## config.mk

```make
export PLATFORM = sky130hd
export DESIGN_NAME = segway_pid
export DESIGN_NICKNAME = d
export VERILOG_FILES = /design/src/rtl/segway_pid.sv
export SDC_FILE = /design/constraint.sdc
export NUM_CORES = 1
export LEC_CHECK = 0
export ABC_CLOCK_PERIOD_IN_PS = 2200
export BUFFER_PORTS_ARGS = -buffer_cell sky130_fd_sc_hd__buf_2
export CAP_MARGIN = 0
export CORE_ASPECT_RATIO = 1.5
export CORE_UTILIZATION = 50
export DETAILED_ROUTE_END_ITERATION = 7
export PLACE_DENSITY = 0.73
export SLEW_MARGIN = 10
export SYNTH_ARGS = -nofsm -noshare
export SYNTH_HDL_FRONTEND = slang
export SYNTH_SLANG_ARGS = --single-unit
```

## constraint.sdc

```tcl
create_clock -name clk -period 2.2 [get_ports clk]
set_input_delay 0.33 -clock clk [delete_from_list [all_inputs] [get_ports clk]]
set_output_delay 0.33 -clock clk [all_outputs]
set_load 0.005 [all_outputs]
```

## src/rtl/segway_pid.sv

```systemverilog
// Segway balance PID: saturated P/I/D effort with an OFF/SOFT/RUN power-up sequencer and soft-start ramp.
// Optional integrator is built only when PID_I_TERM_EN is defined.
module segway_pid #(
    parameter bit fast_sim = 1'b1
) (
    input  logic               clk,
    input  logic               rst,
    input  logic               vld,
    input  logic signed [15:0] ptch,
    input  logic signed [15:0] ptch_rt,
    input  logic               pwr_up,
    input  logic               rider_off,
    output logic signed [11:0] PID_cntrl,
    output logic               out_vld,
    output logic        [7:0]  ss_tmr
);

    localparam logic [23:0] SS_INC = fast_sim ? 24'd256 : 24'd1;

    typedef enum logic [1:0] {
        OFF  = 2'd0,
        SOFT = 2'd1,
        RUN  = 2'd2
    } state_t;

    state_t r_state;
    state_t w_state_next;

    logic        [23:0] r_ss_cnt;
    logic        [24:0] w_ss_sum;
    logic signed [9:0]  w_ptch_err;
    logic signed [14:0] w_p_term;
    logic signed [15:0] w_i_term;
    logic signed [15:0] w_d_term;
    logic signed [15:0] w_sum;
    logic signed [11:0] w_pid_sat;
    logic signed [11:0] r_pid;
    logic               r_out_vld;

    // ------------------------------------------------------------------
    // Power-up sequencer
    // ------------------------------------------------------------------
    always_ff @(posedge clk or posedge rst) begin
        if (rst) begin
            r_state <= OFF;
        end else begin
            r_state <= w_state_next;
        end
    end

    always_comb begin
        w_state_next = r_state;
        if (!pwr_up) begin
            w_state_next = OFF;
        end else begin
            case (r_state)
                OFF:     w_state_next = SOFT;
                SOFT:    if (ss_tmr == 8'hFF) w_state_next = RUN;
                RUN:     w_state_next = RUN;
                default: w_state_next = OFF;
            endcase
        end
    end

    // Clearing on the next state lets ss_tmr drop the very clock pwr_up falls
    // and start ramping on the first clock after pwr_up rises.
    assign w_ss_sum = {1'b0, r_ss_cnt} + {1'b0, SS_INC};

    always_ff @(posedge clk or posedge rst) begin
        if (rst) begin
            r_ss_cnt <= '0;
        end else if (w_state_next == OFF) begin
            r_ss_cnt <= '0;
        end else if (w_ss_sum[24]) begin
            r_ss_cnt <= 24'hFF_FFFF;
        end else begin
            r_ss_cnt <= w_ss_sum[23:0];
        end
    end

    assign ss_tmr = r_ss_cnt[23:16];

    // ------------------------------------------------------------------
    // Error terms
    // ------------------------------------------------------------------
    always_comb begin
        w_ptch_err = ptch[9:0];
        if (ptch < -16'sd512) begin
            w_ptch_err = -10'sd512;
        end else if (ptch > 16'sd511) begin
            w_ptch_err = 10'sd511;
        end
    end

    assign w_p_term = $signed({{5{w_ptch_err[9]}}, w_ptch_err}) * 15'sd12;

    // Shift first, then negate in 16 bits so that -(-512) is representable.
    assign w_d_term = 16'sd0 - $signed({{6{ptch_rt[15]}}, ptch_rt[15:6]});

`ifdef PID_I_TERM_EN
    logic signed [17:0] r_integ;
    logic signed [17:0] w_integ_sum;
    logic               w_integ_ovf;

    assign w_integ_sum = r_integ + $signed({{8{w_ptch_err[9]}}, w_ptch_err});
    assign w_integ_ovf = (r_integ[17] == w_ptch_err[9]) && (w_integ_sum[17] != r_integ[17]);

    always_ff @(posedge clk or posedge rst) begin
        if (rst) begin
            r_integ <= '0;
        end else if (rider_off || r_state == OFF) begin
            r_integ <= '0;
        end else if (vld && pwr_up && !w_integ_ovf) begin
            r_integ <= w_integ_sum;
        end
    end

    // I_term uses the pre-update integrator value.
    assign w_i_term = {{4{r_integ[17]}}, r_integ[17:6]};

    logic w_unused;
    assign w_unused = ^ptch_rt[5:0];
`else
    assign w_i_term = '0;

    logic w_unused;
    assign w_unused = ^{ptch_rt[5:0], rider_off};
`endif

    // ------------------------------------------------------------------
    // Sum, saturation and output register
    // ------------------------------------------------------------------
    assign w_sum = $signed({w_p_term[14], w_p_term}) + w_i_term + w_d_term;

    always_comb begin
        w_pid_sat = w_sum[11:0];
        if (w_sum > 16'sd2047) begin
            w_pid_sat = 12'sd2047;
        end else if (w_sum < -16'sd2048) begin
            w_pid_sat = -12'sd2048;
        end
    end

    always_ff @(posedge clk or posedge rst) begin
        if (rst) begin
            r_pid     <= '0;
            r_out_vld <= 1'b0;
        end else begin
            r_out_vld <= vld;
            if (vld) begin
                r_pid <= (r_state == OFF) ? 12'sd0 : w_pid_sat;
            end
        end
    end

    assign PID_cntrl = r_pid;
    assign out_vld   = r_out_vld;

endmodule

```

Yosys cells after proc, flatten, opt, wreduce, memory -nomap -nowiden
Index checks and enable logic that the tools add are counted.
{"block": "totals", "regBits": 39, "latch_bits": 0, "ram_bits": 0, "rom_bits": 0, "out_inout_bits": 21, "wordCells": 27, "memories": 0}
{"block": "classes", "n_addsub": 3, "multipliers": 1, "div_mod_pow": 0, "magnitude_cmp": 4, "eq_ne": 3, "shift": 0, "n_mux": 10, "bitwise": 0, "n_reduce_logical": 2}
{"op": "2-to-1 mux 24 bit", "n": 2}
{"op": "2-to-1 mux 12 bit", "n": 3}
{"op": "adder 24 x 9 -> 25 bit, second input constant", "n": 1}
{"op": "2-to-1 mux 10 bit", "n": 2}
{"op": "adder 15 x 11 -> 16 bit", "n": 1}
{"op": "> comparator 16 x 10 -> 1 bit, second input constant", "n": 1}
{"op": "> comparator 16 x 12 -> 1 bit, second input constant", "n": 1}
{"op": "< comparator 16 x 10 -> 1 bit, second input constant", "n": 1}
{"op": "< comparator 16 x 12 -> 1 bit, second input constant", "n": 1}
{"op": "multiplier 10 x 3 -> 13 bit, second input constant", "n": 1}
{"op": "subtractor 1 x 10 -> 11 bit, first input constant", "n": 1}
{"op": "== test 8 bit, second input constant", "n": 1}
{"op": "case mux 2 bit (3 select lines)", "n": 1}
{"op": "logical NOT 2 bit", "n": 2}
{"op": "2-to-1 mux 2 bit", "n": 2}
{"op": "== test 2 x 1 -> 1 bit, second input constant", "n": 1}
{"op": "== test 2 bit, second input constant", "n": 1}

Longest topological paths before layout
{"block": "logic_depth", "ltp_word": 9, "mapped_depth": 23, "ltp_nobuf": 21}

Least setup slack after synthesis
No wires, ideal clock.
{"block": "synth_path", "kind": "input-to-reg", "startpoint": "input ptch[14]", "endpoint": "register r_pid[10], in the netlist PID_cntrl[10]", "setup_ns": 0.140, "arrival_ns": 4.911, "slack_ns": -2.851, "cell_stages": 22, "path_cell_list": "nor4_1 > a21oi_1 > clkbuf_1 > a21o_1 > ha_1 > ha_1 > fa_1 > a21o_1 > a21oi_1 > o21bai_1 > a21oi_1 > o21bai_1 > a21oi_1 > xnor2_1 > ha_1 > a21o_1 > or4b_4 > o221ai_2 > xnor2_1 > o41ai_4 > buf_6 > o221ai_2"}
{"block": "synth_via", "elab_chain_cells": 9, "elab_cells_between_ends": 11, "classes_between": "1 x add/sub; 1 x mul; 4 x order compare; 5 x mux"}
{"item": "from (decl)", "line_no": "9", "source": "input logic signed [15:0] ptch,"}
{"item": "> comparator 16 x 10 -> 1 bit", "line_no": "90", "source": "end else if (ptch > 16'sd511) begin"}
{"item": "2-to-1 mux 10 bit", "line_no": "90"}
{"item": "2-to-1 mux 10 bit *", "line_no": "88", "source": "if (ptch < -16'sd512) begin"}
{"item": "multiplier 10 x 3 -> 13 bit *", "line_no": "95", "source": "assign w_p_term = $signed({{5{w_ptch_err[9]}}, w_ptch_err}) * 15'sd12;"}
{"item": "adder 15 x 11 -> 16 bit *", "line_no": "133", "source": "assign w_sum = $signed({w_p_term[14], w_p_term}) + w_i_term + w_d_term;"}
{"item": "< comparator 16 x 12 -> 1 bit", "line_no": "139", "source": "end else if (w_sum < -16'sd2048) begin"}
{"item": "2-to-1 mux 12 bit", "line_no": "139"}
{"item": "2-to-1 mux 12 bit *", "line_no": "137", "source": "if (w_sum > 16'sd2047) begin"}
{"item": "2-to-1 mux 12 bit *", "line_no": "151", "source": "r_pid <= (r_state == OFF) ? 12'sd0 : w_pid_sat;"}
{"item": "to (signal assigned)", "line_no": "151"}
{"item": "to (decl)", "line_no": "37", "source": "logic signed [11:0] r_pid;"}
Every way passes the cells marked *; elsewhere a longest branch is shown, timed or not.
A chain may end at the register's enable or synchronous reset.

Worst setup path in the final report
{"block": "layout_path", "startpoint": "input ptch[14]", "endpoint": "register r_pid[6], in the netlist PID_cntrl[6]"}
Same word-level chain as after synthesis.

==> reports/qor.yml <==
fillerInstances: 428
synth_cells: 330
fp-row-count: 33
synth_compound_area_share_pct: 25.2
power.leakage_nw: 2.00
hold_path.class: "in2async"
via_count: 2753
slowest_stage: "or4b_4"
nNetsFinal: 520
worstSetupPathType: "in2reg"
io_pins: 58
worstReg2RegEnd: "r_ss_cnt[21]$_DFF_PP0_"
synth_seq_cells: 31
fin_skew_ps: 3.26
hold_buffers: 0
synth-edff-count: 0
wl_per_cell_um: 12.9
die_w_um: 63.8
min_period_ps: 4610
cts_buffers: 5
hpwl_um: 5160
avgSynthCellArea_um2: 8.69
grt_pass1_wl_um: 11200
yosysSeqAreaShare_pct: 27.1
ir_drop_mv: 0.404
outcome: "finished, violations left"
detail-route-antenna-nets: 0
layout.area.seq_um2: 776
via_per_inst: 5.26
cp_max_fo: 5
grt_max_degree: 32
max_freq_mhz: 217
rsz0062_at_grt: "yes"
area_growth_pct: 38.1
fin_crit_sh_pct: 210
cts_tree: "done"
worstSkewPairLatency_ps: 280
antenna_found_initial: 0
crit_family: "compound AO/OA/AOI/OAI gates"
required_ps: 2350
routed_wirelength_um: 6750
drt_first_pass_iters: 4
synth_cell_types: 43
grt_use_total_pct: 23.5
r2r_slack_ps: 380
arrival_ps: 4770
die_height_um: 94.8
violations: "setup timing"
fin_ws_ps: -2410
setup_viol: 12
yosys.area_share.simple_pct: 15.6
power_density_nw_per_um2: 780
drv_cap: 0
port_buffers: 50
place_inst: 503
final_cells: 523
syn_area_um2: 2870
reg2reg_depth: 6
layout-drive-gt1-share_pct: 38.2
cts_root_buffer: "clkbuf_8"
crit_chain: "buf_6 -> nor4_4 -> a21oi_4 -> a21o_1 -> ha_1 -> ha_2 -> fa_2 -> a21o_1 -> a21oi_2 -> o21bai_1 -> a21oi_2 -> o21bai_1 -> a21oi_1 -> xnor2_1 -> ha_1 -> a21o_1 -> or4b_4 -> o221ai_4 -> xnor2_2 -> o41ai_4 -> buf_4 -> clkbuf_16 -> o221ai_2"
pre_cts_ws_ps: -2770
yosys_warnings: 0
r2r-start: "r_ss_cnt[8]$_DFF_PP0_"
cp-end-kind: "flip-flop"
stdcell_area_um2: 3960
htree_levels: 2
gr-total-overflow: 0
synth-xor-area-share_pct: 9.47
synthArstFlopShare_pct: 100
relSlewSlack_pct: 64.7
start_util_pct: 52.2
synth_common_cells: "33 x a21oi_1, 33 x inv_1, 31 x dfrtp_1, 30 x ha_1"
clock-sinks: 31
synth_top_area_cell: "dfrtp_1"
synth.area.top_cells: "dfrtp_1 27%, ha_1 13%, xnor2_1 6.7%"
synthAdderAreaFrac_pct: 13.8
synth_top_family_by_area: "compound AO/OA/AOI/OAI gates"
drcViolationCount: 0
tightest_slew_ps: 528
grt_pass1_vias: 2731
path_clk_slew_ps: 60
multi_input_area_um2: 1970
core_area_um2: 5490
dr.first_iter.drc_count: 124
syn_nets: 398
muxShareOfSynthArea_pct: 0.349
postPlaceCellArea_um2: 3680
worst_setup_path_start_kind: "input port"
finalMaxSlewViolations: 0
clockBufferDepth: 2
hold_viol: 0
synth_ff_type: "dfrtp_1"
yosysTopAreaCellShare_pct: 27.1
die_area_um2: 6050
critPathBufInv: 3
gp_congestion: 0.867
worst_path_largest_cell_delay_ps: 500
crit_path_frequent_cell: "a21o_1"
diodes: 0
[worst register-to-register path, stage by stage, from the launching register on]
cell     delay (ps)
dfrtp_1         370
ha_1            180
and3_1          220
nand2_1          70
nor2_1          340
nand2_1         330
a21oi_1         220
[final cells by class]
class | instances | share of cell area [%]
tap | 70 | 2.21
timing repair buffer | 133 | 23.4
sequential | 31 | 19.6
multi-input combinational | 248 | 49.6
inverter | 33 | 3.13
clock buffer | 7 | 1.93
clock inverter | 1 | 0.126
[layer usage]
metal  share of wire [%]  GRT usage, %
met2                  57          47.4
met3                 1.9          2.05
met4                 2.8          12.1
met5                   0             0
met1                  38          23.1
[worst max path at each step]
stage | startpoint | to | slack [ps] | cells after the start
2_1_floorplan | ptch[14] | PID_cntrl[10]$_DFFE_PP0P_ | -2550 | 22
6_report | ptch[14] | PID_cntrl[6]$_DFFE_PP0P_ | -2410 | 23
3_3_place_gp | ptch[14] | PID_cntrl[1]$_DFFE_PP0P_ | -2650 | 22
5_1_grt | ptch[14] | PID_cntrl[6]$_DFFE_PP0P_ | -2680 | 27
3_5_place_dp | ptch[14] | PID_cntrl[4]$_DFFE_PP0P_ | -2770 | 22
4_1_cts | ptch[14] | PID_cntrl[4]$_DFFE_PP0P_ | -2390 | 22
[metrics by stage]
step	utilization [%]	TNS, ps	total power, mW	hold WS [ps]
2_1_floorplan	-	-29620	1.82	361
3_3_place_gp	67.1	-31140	2.45	420
3_5_place_dp	67.1	-32490	2.49	426
4_1_cts	70.5	-27880	2.98	124
5_1_grt	72.1	-31260	3.32	149
6_report	72.1	-28050	3.09	107
[state kept, by name, indices dropped and copies added, names as in the netlist]
name,flops
out_vld,1
PID_cntrl,12
r_state,2
r_ss_cnt,16
[cells by family (layout without fill, tap and decap cells)]
family                     Yosys count  in the layout
AOI/OAI and AO/OA                   96             96
and+or+nand+nor                     89             89
muxes                                1              1
buffers and inverters               51            174
DFF                                 31             31
xor gates and xnor gates            31             31
adders and majority gates           31             31
[what timing repair did]
action,in CTS,in global routing
gates resized for setup,11,8
pin swaps,3,6
setup buffers,7,4
gates cloned,0,1
endpoints found under the setup margin,12,12
[cells in the final DEF (no fill, tap or decap), types with 4 or more instances in the layout]
| cell type | synthesis | layout |
|---|---|---|
| buf_4 | 9 | 78 |
| buf_2 | 0 | 48 |
| inv_1 | 33 | 33 |
| dfrtp_1 | 31 | 31 |
| a21oi_1 | 33 | 29 |
| ha_1 | 30 | 29 |
| nand2_1 | 22 | 22 |
| xnor2_1 | 22 | 20 |
| nor2_1 | 16 | 16 |
| a21o_1 | 14 | 14 |
| nand3_1 | 16 | 14 |
| o21ai_0 | 12 | 12 |
| o221ai_2 | 11 | 10 |
| xor2_1 | 9 | 9 |
| and3_1 | 9 | 8 |
| nand4_1 | 7 | 7 |
| nand2b_1 | 7 | 6 |
| o21bai_1 | 5 | 5 |
| clkbuf_8 | 0 | 5 |
| buf_6 | 2 | 5 |
| o21a_1 | 4 | 4 |
[report_power, final]
| part | switching [mW] | internal, mW | total (mW) |
|---|---|---|---|
| Clock | 0.209 | 0.222 | 0.430 |
| Sequential | 0.0577 | 0.662 | 0.719 |
| Combinational | 0.914 | 1.03 | 1.94 |
| Total | 1.18 | 1.91 | 3.09 |
(Power assumes the default switching activity.)
